### config.mk
export PLATFORM = sky130hd
export DESIGN_NAME = param_sync_fifo
export DESIGN_NICKNAME = d
export VERILOG_FILES = /design/src/rtl/param_sync_fifo.sv
export SDC_FILE = /design/constraint.sdc
export NUM_CORES = 1
export LEC_CHECK = 0
export CAP_MARGIN = 10
export CORE_UTILIZATION = 40
export CTS_BUF_LIST = sky130_fd_sc_hd__clkbuf_8
export DETAILED_ROUTE_END_ITERATION = 8
export PLACE_DENSITY = 0.55
export SYNTH_ARGS = -nofsm -noshare
export SYNTH_HDL_FRONTEND = slang
export SYNTH_SLANG_ARGS = --single-unit
### constraint.sdc
create_clock -name clk_i -period 4.1 [get_ports clk_i]
set_input_delay 0.82 -clock clk_i [delete_from_list [all_inputs] [get_ports clk_i]]
set_output_delay 0.82 -clock clk_i [all_outputs]
set_load 0.05 [all_outputs]
### src/rtl/param_sync_fifo.sv
// param_sync_fifo: single-clock FIFO with internal binary pointers (wrap bit in MSB),
// registered read data, full/empty/almost flags and occupancy count.
//
// Ports:
//   clk_i            rising-edge clock
//   rst_i            synchronous, active-high reset
//   wr_en_i          write request; accepted when not full
//   wr_data_i        write data, sampled on an accepted write
//   rd_en_i          read request; accepted when not empty
//   rd_data_o        registered read data, one cycle after an accepted read
//   rd_valid_o       rd_data_o holds a newly read entry this cycle
//   full_o           count == DEPTH
//   empty_o          count == 0
//   almost_full_o    count >= AF_THRESH
//   almost_empty_o   count <= AE_THRESH
//   count_o          entries held, 0..DEPTH
//   overflow_o       sticky: write attempted while full (FIFO_ERR_FLAGS_EN only, else 0)
//   underflow_o      sticky: read attempted while empty (FIFO_ERR_FLAGS_EN only, else 0)
//
// Build option: define FIFO_ERR_FLAGS_EN to enable the sticky overflow/underflow flags.

module param_sync_fifo #(
    parameter int unsigned DATA_WIDTH = 8,
    parameter int unsigned ADDR_WIDTH = 3,
    parameter int unsigned AF_THRESH  = 6,
    parameter int unsigned AE_THRESH  = 2
) (
    input  logic                  clk_i,
    input  logic                  rst_i,
    input  logic                  wr_en_i,
    input  logic [DATA_WIDTH-1:0] wr_data_i,
    input  logic                  rd_en_i,
    output logic [DATA_WIDTH-1:0] rd_data_o,
    output logic                  rd_valid_o,
    output logic                  full_o,
    output logic                  empty_o,
    output logic                  almost_full_o,
    output logic                  almost_empty_o,
    output logic [ADDR_WIDTH:0]   count_o,
    output logic                  overflow_o,
    output logic                  underflow_o
);

    localparam int unsigned DEPTH = 2 ** ADDR_WIDTH;
    localparam int unsigned PTR_W = ADDR_WIDTH + 1;

    localparam logic [PTR_W-1:0] AfLevel = PTR_W'(AF_THRESH);
    localparam logic [PTR_W-1:0] AeLevel = PTR_W'(AE_THRESH);

    logic [DATA_WIDTH-1:0] mem_q [DEPTH];

    logic [PTR_W-1:0]      wr_ptr_q, wr_ptr_d;
    logic [PTR_W-1:0]      rd_ptr_q, rd_ptr_d;
    logic [DATA_WIDTH-1:0] rd_data_q, rd_data_d;
    logic                  rd_valid_q, rd_valid_d;

    logic full, empty;
    logic wr_accept, rd_accept;
    logic [PTR_W-1:0] count;

    // Flags come straight from the registered pointers; same wrap bit means equal
    // pointers are empty, differing wrap bit with equal index means full.
    always_comb begin
        count = wr_ptr_q - rd_ptr_q;
        empty = (wr_ptr_q == rd_ptr_q);
        full  = (wr_ptr_q[ADDR_WIDTH] != rd_ptr_q[ADDR_WIDTH]) &&
                (wr_ptr_q[ADDR_WIDTH-1:0] == rd_ptr_q[ADDR_WIDTH-1:0]);
    end

    // Acceptance uses pre-edge flags, so no read fall-through on empty and no
    // write-through on full when both requests arrive together.
    assign wr_accept = wr_en_i && !full;
    assign rd_accept = rd_en_i && !empty;

    always_comb begin
        wr_ptr_d   = wr_ptr_q;
        rd_ptr_d   = rd_ptr_q;
        rd_data_d  = rd_data_q;
        rd_valid_d = 1'b0;
        if (wr_accept) begin
            wr_ptr_d = wr_ptr_q + PTR_W'(1);
        end
        if (rd_accept) begin
            rd_ptr_d   = rd_ptr_q + PTR_W'(1);
            rd_data_d  = mem_q[rd_ptr_q[ADDR_WIDTH-1:0]];
            rd_valid_d = 1'b1;
        end
    end

    always_ff @(posedge clk_i) begin
        if (rst_i) begin
            wr_ptr_q   <= '0;
            rd_ptr_q   <= '0;
            rd_data_q  <= '0;
            rd_valid_q <= 1'b0;
        end else begin
            wr_ptr_q   <= wr_ptr_d;
            rd_ptr_q   <= rd_ptr_d;
            rd_data_q  <= rd_data_d;
            rd_valid_q <= rd_valid_d;
        end
    end

    // Storage is not reset; writes during reset are suppressed.
    always_ff @(posedge clk_i) begin
        if (!rst_i && wr_accept) begin
            mem_q[wr_ptr_q[ADDR_WIDTH-1:0]] <= wr_data_i;
        end
    end

`ifdef FIFO_ERR_FLAGS_EN
    logic overflow_q, overflow_d;
    logic underflow_q, underflow_d;

    always_comb begin
        overflow_d  = overflow_q  || (wr_en_i && full);
        underflow_d = underflow_q || (rd_en_i && empty);
    end

    always_ff @(posedge clk_i) begin
        if (rst_i) begin
            overflow_q  <= 1'b0;
            underflow_q <= 1'b0;
        end else begin
            overflow_q  <= overflow_d;
            underflow_q <= underflow_d;
        end
    end

    assign overflow_o  = overflow_q;
    assign underflow_o = underflow_q;
`else
    assign overflow_o  = 1'b0;
    assign underflow_o = 1'b0;
`endif

    assign rd_data_o      = rd_data_q;
    assign rd_valid_o     = rd_valid_q;
    assign full_o         = full;
    assign empty_o        = empty;
    assign almost_full_o  = (count >= AfLevel);
    assign almost_empty_o = (count <= AeLevel);
    assign count_o        = count;

endmodule

Word-level counts from Yosys, hierarchy flattened

Memories as Yosys holds them, arrays and structs flattened. A register that Yosys moved wholly into a read port is not among the register bits.
Index checks and enable logic that the tools add are counted.

Output and inout bits: 19
Bits in writable memories: 64
Input bits: 12
Register bits: 9
Logic and storage cells: 22
Memories: 1

Memories:

| memory | words | width | read ports | clocked after Yosys merged registers in | wr ports | RTL line | source |
|---|---|---|---|---|---|---|---|
| mem_q  | 8     | 8     | 1          | 1                                       | 1        | 50       | `logic [DATA_WIDTH-1:0] mem_q [DEPTH];` |

Reductions and logical operators: 7
Equal/unequal tests: 3
Add/sub/neg operators: 3
Magnitude comparators: 2
Multiplexer cells: 3

Operators with widths:

| kind                  | number |
|---|---|
| $add A4 B1 Y4 const B | 2 |
| $eq A4 B4 Y1          | 1 |
| $ge A4 B3 Y1 const B  | 1 |
| $le A4 B2 Y1 const B  | 1 |
| $logic_and A1 B1 Y1   | 4 |
| $sub A4 B4 Y4         | 1 |
| $eq A3 B3 Y1          | 1 |
| $logic_not A1 Y1      | 3 |
| $mux W1               | 3 |
| $ne A1 B1 Y1          | 1 |

Longest topological paths before layout

Depth in word-level cells: 7
Mapped depth: 10
Gate-level depth less buffers: 6

Worst setup path after synthesis

OpenSTA, ideal clock, no wires.

Path kind: flip-flop to output port
Start: register rd_ptr_q[1]
End: output port almost_full_o
Cell stages (with the launch flop): 10
Data required time: 3.280 ns
Path buffers: 3
Arrival time: 2.668 ns
Setup slack: 0.612 ns
Path through: dfxtp_1 buf_6 buf_8 buf_6 inv_1 ha_1 nor2b_1 o21ai_0 a21oi_1 o21ai_0

Longest elaborated chain between the ends: 2

Ends and longest elaborated chain:

| item                   | RTL line | source |
|---|---|---|
| start, declared        | 53       | `logic [PTR_W-1:0] rd_ptr_q, rd_ptr_d;` |
| start signal, assigned | 98       | `rd_ptr_q <= rd_ptr_d;` |
| $sub A4 B4 Y4          | 64       | `count = wr_ptr_q - rd_ptr_q;` |
| $ge A4 B3 Y1           | 141      | `assign almost_full_o = (count >= AfLevel);` |
| end, declared          | 37       | `output logic almost_full_o,` |

No other way between the ends.

Worst setup path in the final report

Start: register wr_ptr_q[1]
End: output port count_o[2]

Longest elaborated chain between the ends: 1

Ends and longest elaborated chain:

| item                   | RTL line | source |
|---|---|---|
| start, declared        | 52       | `logic [PTR_W-1:0] wr_ptr_q, wr_ptr_d;` |
| start signal, assigned | 97       | `wr_ptr_q <= wr_ptr_d;` |
| $sub A4 B4 Y4          | 64       |  |
| end, declared          | 39       | `output logic [ADDR_WIDTH:0] count_o,` |

No other way between the ends.

==> run_results.csv <==
group,metric,value,unit
run_status,status,"complete, no violations",
floorplanning,io-pin-count,31,
sta,rsz0062_at_grt,"false",
sta,final_hold_viol_count,0,
critical_path,critPathKind,"reg -> out",
hold_path,min_from,"rd_data_o[6]",
yosys,synth-xor-area-share,2.31,%
sta,fmax,295,MHz
sta,holdWs,0.494,ns
route,dr.first_iter.drc_count,73,
route,post_drt_wl_per_cell,18.1,um
global_routing,grt_util_all_layers,17.0,%
yosys,synthCells,222,
yosys,synthAdderAreaFrac,2.46,%
power_and_ir_drop,power.total,2070,uW
yosys,synth_most_common_cell,"edfxtp_1",
sta,fin_skew,0.00913,ns
global_routing,antenna_found_initial,0,
clock_network,cts_hold_buf,0,
finish,fin_area,0.00401,mm^2
critical_path,cp_data_arrival_time,2.57,ns
global_routing,grt_pass1_vias,1834,
clock_network,cts_tree,"built",
clock_network,clk_pin_slew_worst_paths,0.09,ns
finish,n_fill_cell,730,
floorplanning,dieArea,0.00877,mm^2
finish,drive_above_1_share,16.6,%
critical_path,max_stage_delay,0.85,ns
finish,antenna_cells,0,
power_and_ir_drop,max-vdd-ir-drop,274,uV
clock_network,cts_max_level,3,
sta,period_share,82.8,%
sta,setup-violations-final,0,
yosys,synthTopCellsByArea,"edfxtp_1 57%, dfxtp_1 10%, mux2i_1 5.1%",
global_routing,overflow,0,
route,drc,0,
critical_path,slowest_stage,"clkdlybuf4s50_1",
yosys,ys_seq_area_share,67.3,%
clock_network,cts-root-buf,"clkbuf_8",
route,vias,1880,
route,routed_wl,6690,um
floorplanning,die_h,93.7,um
route,final_antenna_net_count,0,
critical_path,end_kind,"output port",
clock_network,clock_latency,0.35,ns
sta,relSlewSlack,45.0,%
sta,finalSetupTns,0,ns
yosys,synth.mux.area_fraction,10.9,%
route,routed_via_density,5.08,
sta,min_period,3.39,ns
critical_path,cp_max_fo,10,
yosys,synth_compound_area_share,5.96,%
clock_network,numCtsBuffers,9,
yosys,syn_area_per_cell,15.1,um^2
yosys,synth_top_area_share,57.2,%
run,maxCapViolCount,0,
critical_path,cp.required,3.28,ns
yosys,synth_edf_count,64,
sta,worst-slew-pin-transition,0.822,ns
clock_network,cts.sinks,81,
route,drt_pre_antenna_iters,4,
critical_path,reg2reg_from,"wr_ptr_q[2]",
yosys,yosys_register_bits,81,
yosys,synth_top_area_cell,"edfxtp_1",
finish,nets,278,
critical_path,cp-start-kind,"flip-flop",
yosys,synthFlopType,"edfxtp_1",
placed_design,dp_hpwl,4210,um
finish,fin_util,49.0,%
yosys,ys_types,39,
floorplanning,start_util,41.1,%
critical_path,crit_chain,"inv_1 > fa_1 > xnor2_1 > clkdlybuf4s50_1",
placed_design,dpl-instance-area,0.00377,mm^2
placed_design,place_congestion,0.807,
floorplanning,rows,33,
finish,area_growth,19.3,%
yosys,synthArstFlopShare,0,%
clock_network,cts_buffer_depth,2,
floorplanning,core,0.00818,mm^2
yosys,yosys_warnings,0,
yosys,synth_commonest_cells,"64 x edfxtp_1, 22 x nor2_1, 17 x dfxtp_1, 17 x mux2i_1, 10 x nor3_1",
global_routing,grt_pass1_wl,10300,um
hold_path,hp-class,"reg -> reg",
floorplanning,chipWidth,93.7,um
global_routing,grt_max_degree,28,
placed_design,placement.io_buffers,28,
power_and_ir_drop,power_density,517,mW/mm^2
critical_path,startpoint,"wr_ptr_q[1]",
power_and_ir_drop,p_leak,0.00134,uW
yosys,syn-cell-area,0.00336,mm^2
clock_network,post_cts_resized,0,
sta,slew_violations,0,
yosys,synth_top_family_by_area,"multiplexers",
yosys,synth-simple-area-share,7.48,%
clock_network,postCtsSetupRepairBufs,0,
[metrics by stage]
step	worst slack, ns	std cells
after floorplan	0.612	223
after global placement	1.12	354
after detailed placement	1.08	354
after CTS	0.684	370
after global routing	0.549	370
final	0.707	370
[layer usage]
| metal | vias up | global-route usage (%) | wire [um] |
|---|---|---|---|
| li1 | 910 | - | - |
| met1 | 915 | 22.4 | 3050 |
| met2 | 44 | 27.3 | 3210 |
| met3 | 11 | 3.48 | 293 |
| met4 | 0 | 7.69 | 136 |
| met5 | - | 0 | 0 |
[worst paths after layout]
path	slack, ns	end	depth (start not counted)
worst max-delay path	0.71	count_o[2]	4
worst min-delay path	0.49	rd_data_o[6]	2
worst max register to register	1.49	mem_q[7][6]	5
worst min register to register	0.49	rd_data_o[6]	2
[worst max-delay path: cells and delay by family, from the launching register on]
family	cells	cell delay [ns]
buffers and inverters	2	0.97
XOR/XNOR	1	0.24
adder cells (fa/ha/maj)	1	0.45
flip-flops	1	0.56
[kinds of logic after synthesis]
| kind of cell | count (synthesis) |
|---|---|
| fa+ha+maj | 6 |
| mux | 25 |
| other cells | 1 |
| flops | 81 |
| simple gates | 51 |
| buf+inv | 20 |
| compound gates | 30 |
| xor+xnor | 8 |
[placed cells by master (no fill, tap or decap), types with 3 or more instances in the layout]
master | synthesis | layout
buf_4 | 2 | 16
ha_1 | 5 | 5
o21ai_0 | 3 | 3
dfxtp_1 | 17 | 17
bufinv_16 | 0 | 3
edfxtp_1 | 64 | 64
mux4_1 | 4 | 4
xor2_1 | 3 | 3
o22ai_1 | 8 | 8
mux4_2 | 4 | 4
inv_1 | 7 | 7
a21oi_1 | 4 | 4
nand2_1 | 5 | 5
clkdlybuf4s50_1 | 0 | 23
o211ai_1 | 3 | 3
a211oi_1 | 8 | 8
xnor2_1 | 4 | 4
mux2i_1 | 17 | 17
clkbuf_8 | 0 | 9
nor2_1 | 22 | 22
nor3_1 | 10 | 10
[sequential cells by signal, summed over array words and instances, names as in the netlist]
register,cells
rd_ptr_q,4
wr_ptr_q,4
rd_data_o,8
mem_q,64
rd_valid_o,1
[power by group]
part	switching, uW	internal [uW]
clock	292	405
sequential	14.9	914
combinational	300	146
[cell type report]
class	count	area, um^2	area share [%]
Timing Repair Buffer	39	350	8.74
Inverter	7	26.3	0.655
Clock buffer	9	124	3.09
Clock inverter	7	118	2.93
Sequential cell	81	2260	56.4
Multi-Input combinational cell	122	997	24.9
Tap cell	105	131	3.28
(Power assumes the default switching activity.)
